--- config.mk ---
export PLATFORM = sky130hd
export DESIGN_NAME = scs8hd_a2111oi_pipe
export DESIGN_NICKNAME = d
export VERILOG_FILES = /design/src/rtl/scs8hd_aoi_pkg.sv /design/src/rtl/scs8hd_aoi_lane.sv /design/src/rtl/scs8hd_a2111oi_pipe.sv
export SDC_FILE = /design/constraint.sdc
export NUM_CORES = 1
export LEC_CHECK = 0
export BUFFER_PORTS_ARGS = -buffer_cell sky130_fd_sc_hd__buf_2
export CORE_ASPECT_RATIO = 0.7
export CORE_MARGIN = 1.5
export CORE_UTILIZATION = 52
export DETAILED_ROUTE_END_ITERATION = 10
export GPL_ROUTABILITY_DRIVEN = 0
export PLACE_DENSITY = 0.77
export SLEW_MARGIN = 0
export SYNTH_ARGS = -nofsm -noshare
export SYNTH_HDL_FRONTEND = slang
export SYNTH_SLANG_ARGS = --single-unit
--- constraint.sdc ---
create_clock -name CLK -period 1.6 [get_ports CLK]
set_input_delay 0.48 -clock CLK [delete_from_list [all_inputs] [get_ports CLK]]
set_output_delay 0.48 -clock CLK [all_outputs]
set_load 0.05 [all_outputs]
--- src/rtl/scs8hd_aoi_pkg.sv ---
// Shared types and default sizing for the pipelined AND-OR-INVERT block.
package scs8hd_aoi_pkg;

  // Per-lane evaluation function, captured alongside the operands.
  typedef enum logic [1:0] {
    AOI = 2'b00,  // ~((&A) | (|B))
    AO  = 2'b01,  //  (&A) | (|B)
    OAI = 2'b10,  // ~((|A) & (&B))
    OA  = 2'b11   //  (|A) & (&B)
  } aoi_mode_e;

  localparam int DEF_CHANNELS = 4;
  localparam int DEF_AND_W    = 2;
  localparam int DEF_OR_W     = 3;
  localparam int DEF_CNT_W    = 8;

endpackage

--- src/rtl/scs8hd_aoi_lane.sv ---
// One combinational lane: reduces the A and B groups and applies the selected mode.
module scs8hd_aoi_lane
  import scs8hd_aoi_pkg::*;
#(
  parameter int AND_W = DEF_AND_W,
  parameter int OR_W  = DEF_OR_W
) (
  input  aoi_mode_e        mode,
  input  logic [AND_W-1:0] a,
  input  logic [OR_W-1:0]  b,
  output logic             y
);

  logic and_a, or_a, and_b, or_b;

  assign and_a = &a;
  assign or_a  = |a;
  assign and_b = &b;
  assign or_b  = |b;

  // Mode select over the four group reductions.
  always_comb begin
    y = 1'b0;
    case (mode)
      AOI:     y = ~(and_a | or_b);
      AO:      y =  (and_a | or_b);
      OAI:     y = ~(or_a & and_b);
      OA:      y =  (or_a & and_b);
      default: y = 1'b0;
    endcase
  end

endmodule

--- src/rtl/scs8hd_a2111oi_pipe.sv ---
// Two-stage valid/ready pipeline of CHANNELS AND-OR-INVERT lanes with a
// result handshake counter. S1 holds operands+mode, S2 holds evaluated y.
// Optional macro SCS8HD_PG_CHECK_EN adds vpwr/vgnd power-good inputs; while
// power is not good the pipe is flushed, outputs forced low, count held.
module scs8hd_a2111oi_pipe
  import scs8hd_aoi_pkg::*;
#(
  parameter int CHANNELS = DEF_CHANNELS,
  parameter int AND_W    = DEF_AND_W,
  parameter int OR_W     = DEF_OR_W,
  parameter int CNT_W    = DEF_CNT_W
) (
  input  logic                      CLK,
  input  logic                      RESET,
  input  logic                      in_valid,
  output logic                      in_ready,
  input  logic [1:0]                mode,
  input  logic [CHANNELS*AND_W-1:0] a_in,
  input  logic [CHANNELS*OR_W-1:0]  b_in,
  output logic                      out_valid,
  input  logic                      out_ready,
  output logic [CHANNELS-1:0]       y_out,
  input  logic                      count_clr,
`ifdef SCS8HD_PG_CHECK_EN
  input  logic                      vpwr,
  input  logic                      vgnd,
`endif
  output logic [CNT_W-1:0]          count
);

  logic pg_good;
`ifdef SCS8HD_PG_CHECK_EN
  assign pg_good = vpwr & ~vgnd;
`else
  assign pg_good = 1'b1;
`endif

  // Stage state
  logic                           s1_full_q, s1_full_d;
  aoi_mode_e                      s1_mode_q, s1_mode_d;
  logic [CHANNELS-1:0][AND_W-1:0] s1_a_q, s1_a_d;
  logic [CHANNELS-1:0][OR_W-1:0]  s1_b_q, s1_b_d;
  logic                           s2_full_q, s2_full_d;
  logic [CHANNELS-1:0]            y_q, y_d;
  logic [CNT_W-1:0]               count_q, count_d;

  logic [CHANNELS-1:0] lane_y;
  logic emit, s2_free, s1_adv, accept;

  // Handshake network: a stage advances when the next one is empty or draining.
  assign out_valid = s2_full_q & pg_good;
  assign emit      = out_valid & out_ready;
  assign s2_free   = ~s2_full_q | emit;
  assign s1_adv    = s1_full_q & s2_free & pg_good;
  assign in_ready  = pg_good & (~s1_full_q | s1_adv);
  assign accept    = in_valid & in_ready;

  // Mask keeps y_out low the instant power goes bad, before the flush lands.
  assign y_out = y_q & {CHANNELS{pg_good}};
  assign count = count_q;

  // Lanes sit between S1 and S2.
  for (genvar k = 0; k < CHANNELS; k++) begin : g_lane
    scs8hd_aoi_lane #(
      .AND_W(AND_W),
      .OR_W (OR_W)
    ) u_lane (
      .mode(s1_mode_q),
      .a   (s1_a_q[k]),
      .b   (s1_b_q[k]),
      .y   (lane_y[k])
    );
  end

  // Next-state: load/advance stages, flush on power loss, count handshakes.
  always_comb begin
    s1_mode_d = s1_mode_q;
    s1_a_d    = s1_a_q;
    s1_b_d    = s1_b_q;
    s1_full_d = accept | (s1_full_q & ~s1_adv);
    s2_full_d = s1_adv | (s2_full_q & ~emit);
    y_d       = s1_adv ? lane_y : y_q;
    count_d   = count_q;

    if (accept) begin
      s1_mode_d = aoi_mode_e'(mode);
      s1_a_d    = a_in;
      s1_b_d    = b_in;
    end

    if (!pg_good) begin
      s1_full_d = 1'b0;
      s2_full_d = 1'b0;
      y_d       = '0;
    end

    // Clear takes priority over a same-cycle handshake.
    if (count_clr)  count_d = '0;
    else if (emit)  count_d = count_q + CNT_W'(1);
  end

  // State registers with asynchronous reset.
  always_ff @(posedge CLK or posedge RESET) begin
    if (RESET) begin
      s1_full_q <= 1'b0;
      s1_mode_q <= AOI;
      s1_a_q    <= '0;
      s1_b_q    <= '0;
      s2_full_q <= 1'b0;
      y_q       <= '0;
      count_q   <= '0;
    end else begin
      s1_full_q <= s1_full_d;
      s1_mode_q <= s1_mode_d;
      s1_a_q    <= s1_a_d;
      s1_b_q    <= s1_b_d;
      s2_full_q <= s2_full_d;
      y_q       <= y_d;
      count_q   <= count_d;
    end
  end

endmodule

==> impl_metrics.tcl <==
set metrics [dict create \
    run_status "complete, no violations" \
    ys_seq_area_share_pct 55.2 \
    worstMarginPinSlew_ps 320 \
    insertion_delay_ps 280 \
    multi_input_area_um2 694 \
    htreeDepth 2 \
    crit_path_cell_trace "nand3b_1 -> buf_6" \
    nets 217 \
    fin_area_mm2 0.00201 \
    die-area_mm2 0.00349 \
    crit_slowest_cell "dfrtp_2" \
    layout_min_cycle_time_ps 1520 \
    dpl_cell_area_mm2 0.00189 \
    synth_area_leaders "dfrtp_1 55%, mux2_2 15%, a21oi_1 4.3%, or3_1 3.1%, nand2_1 2.8%" \
    slew_headroom_pct 78.6 \
    rr_startpoint "out_valid" \
    io-pin-count 41 \
    clk_pin_slew_ps 70 \
    crit_path_max_fanout 7 \
    total_power_w 0.00232 \
    die_x_um 70.0 \
    diodes 0 \
    cts_hold_buf 0 \
    synth_top_area_cell "dfrtp_1" \
    num_vias 1233 \
    syn_nets 167 \
    core_area_mm2 0.00288 \
    wire_per_inst_um 14.4 \
    fmax_mhz 659 \
    power_leakage_nw 0.944 \
    rsz0062_at_grt "false" \
    avgSynthCellArea_um2 11.7 \
    drc 0 \
    crit_path_start_kind "flip-flop" \
    hold_viol 0 \
    synth_edf_count 0 \
    drt_wl_total_um 3250 \
    grt_pass1_wl_um 5240 \
    dp_hpwl_um 2320 \
    synth_area_mm2 0.00163 \
    synthToLayoutAreaGrowth_pct 23.4 \
    drv_slew 0 \
    io_buffer_count 40 \
    stdcell_count 226 \
    fin_crit_sh_pct 94.9 \
    n_fill_cell 206 \
    dp.cells 215 \
    async_flop_share_pct 100 \
    drtPass1Iterations 4 \
    crit_path_end_kind "output port" \
    clockBufferDepth 2 \
    cts_sinks 36 \
    ys_warn_count 0 \
    grt-ovfl-total 0 \
    critPathLaunch "out_valid" \
    cts_root_buf "clkbuf_8" \
    vdd_drop_max_mv 0.676 \
    hold_class "primary input to asynchronous set/reset pin" \
    synthDistinctLibCells 26 \
    cap_violations 0 \
    antenna_found_initial 0 \
    cts_buffers 5 \
    cp_data_required_time_ps 1120 \
    synth.most_common_cell "dfrtp_1" \
    yosysTopAreaCellShare_pct 55.2 \
    rows 16 \
    worstSetupPathType "flip-flop to output port" \
    grt_pass1_vias 1177 \
    arrival_ps 1040 \
    ys_ff_latch 36 \
    grtUsageTotal_pct 19.6 \
    grt_max_degree 26 \
    max_stage_delay_ps 450 \
    die_h_um 49.9 \
    setup_viol 0 \
    drive_above_1_share_pct 41.6 \
    synthFlopType "dfrtp_1" \
    power_density_mw_per_mm2 1150 \
    antenna_left 0 \
    cts_tree "yes" \
    synthCells 139 \
    ff_latch_area_um2 902 \
    viasPerCell 5.46 \
    start_util_pct 56.6 \
    final.setup_skew_ps 6.44 \
    setup_tns_ps 0 \
    drt_iter0_drc 79 \
    yosys-top-cells-count "36 x dfrtp_1, 22 x mux2_2, 14 x a21oi_1" \
]
-- cells by family after synthesis --
logic type	after synthesis	synth area share (%)
mux	22	15.2
flops	36	55.2
buf+inv	6	2.38
simple gates	44	14.4
xor+xnor	5	2.68
fa+ha+maj	1	0.767
compound gates	25	9.36
-- layer usage --
| metal | part of all wire, % | up-vias | GRT usage [%] |
|---|---|---|---|
| met3 | 5.7 | 5 | 6.34 |
| met2 | 46 | 33 | 29.2 |
| li1 | - | 604 | - |
| met4 | 0.86 | 0 | 7.69 |
| met1 | 47 | 591 | 26.8 |
| met5 | 0 | - | 0 |
-- worst max-delay path, delay by kind of cell, from the launching register on --
| family | cells | cell delay [ps] |
|---|---|---|
| buf+inv | 1 | 170 |
| flops | 1 | 450 |
| simple gates | 1 | 140 |
-- worst paths after layout --
check / slack (ps) / endpoint / cells past startpoint
max: 80 / in_ready / 2
min: 190 / s1_b_q[6] / 3
max reg2reg: 180 / s1_mode_q[0] / 5
min reg2reg: 480 / y_out[1] / 2
max in group asynchronous: 1060 / out_valid / 3
min in group CLK: 430 / s1_b_q[1] / 2
-- power breakdown --
part,internal (W),total (W),switching (W)
registers,0.00103,0.00113,0.000102
logic,0.000224,0.000537,0.000313
clock network,0.000343,0.000653,0.000310
-- registers in the layout, summed over array words and instances (netlist names) --
register / cells
s1_full_q: 1
y_out: 4
s1_b_q: 12
count: 8
s1_a_q: 8
s1_mode_q: 2
out_valid: 1
-- cell usage in the layout, fill, tap and decap left out --
master | netlist | routed
inv_1 | 2 | 2
or4_1 | 1 | 1
a21oi_1 | 14 | 14
ha_1 | 1 | 1
nand3_1 | 3 | 3
nand3b_1 | 1 | 1
and4_1 | 2 | 2
buf_4 | 0 | 6
o31a_1 | 3 | 3
nand4_1 | 1 | 1
buf_6 | 2 | 1
a41oi_1 | 1 | 1
clkinv_2 | 0 | 2
dfrtp_2 | 0 | 1
dfrtp_1 | 36 | 35
or2b_1 | 1 | 1
o21ai_0 | 2 | 2
nor2_1 | 6 | 6
buf_12 | 0 | 1
nand2_1 | 12 | 11
nand2b_1 | 5 | 5
o31ai_1 | 4 | 4
a21boi_0 | 1 | 1
and3_1 | 1 | 1
clkbuf_8 | 0 | 6
nand2_2 | 0 | 1
xor2_1 | 5 | 5
or3_1 | 8 | 8
nor4_1 | 3 | 3
mux2_2 | 22 | 22
buf_2 | 1 | 39
-- repair_timing --
action,CTS,global route
pin swaps,0,1
endpoints found under the setup margin,1,1
resized for setup,1,1
buffers inserted,0,3
-- metrics by stage --
step | utilization (%) | setup slack [ps] | hold WS [ps]
3_5_place_dp | 65.6 | 53.9 | 473
3_3_place_gp | 65.6 | 88.8 | 461
4_1_cts | 68.9 | 8.24 | 189
2_1_floorplan | - | -337 | 480
6_report | 69.8 | 82.2 | 189
5_1_grt | 69.8 | 44.5 | 192
-- final cells by class --
cell class                      count  share of cell area, %
Clock buffer                        6                   4.10
Clock inverter                      2                  0.497
Multi-Input combinational cell     97                   34.5
Timing Repair Buffer               47                   13.5
Tap cell                           36                   2.24
Inverter                            2                  0.373
Sequential cell                    36                   44.8
No activity file was read; power rests on OpenSTA's default activity.
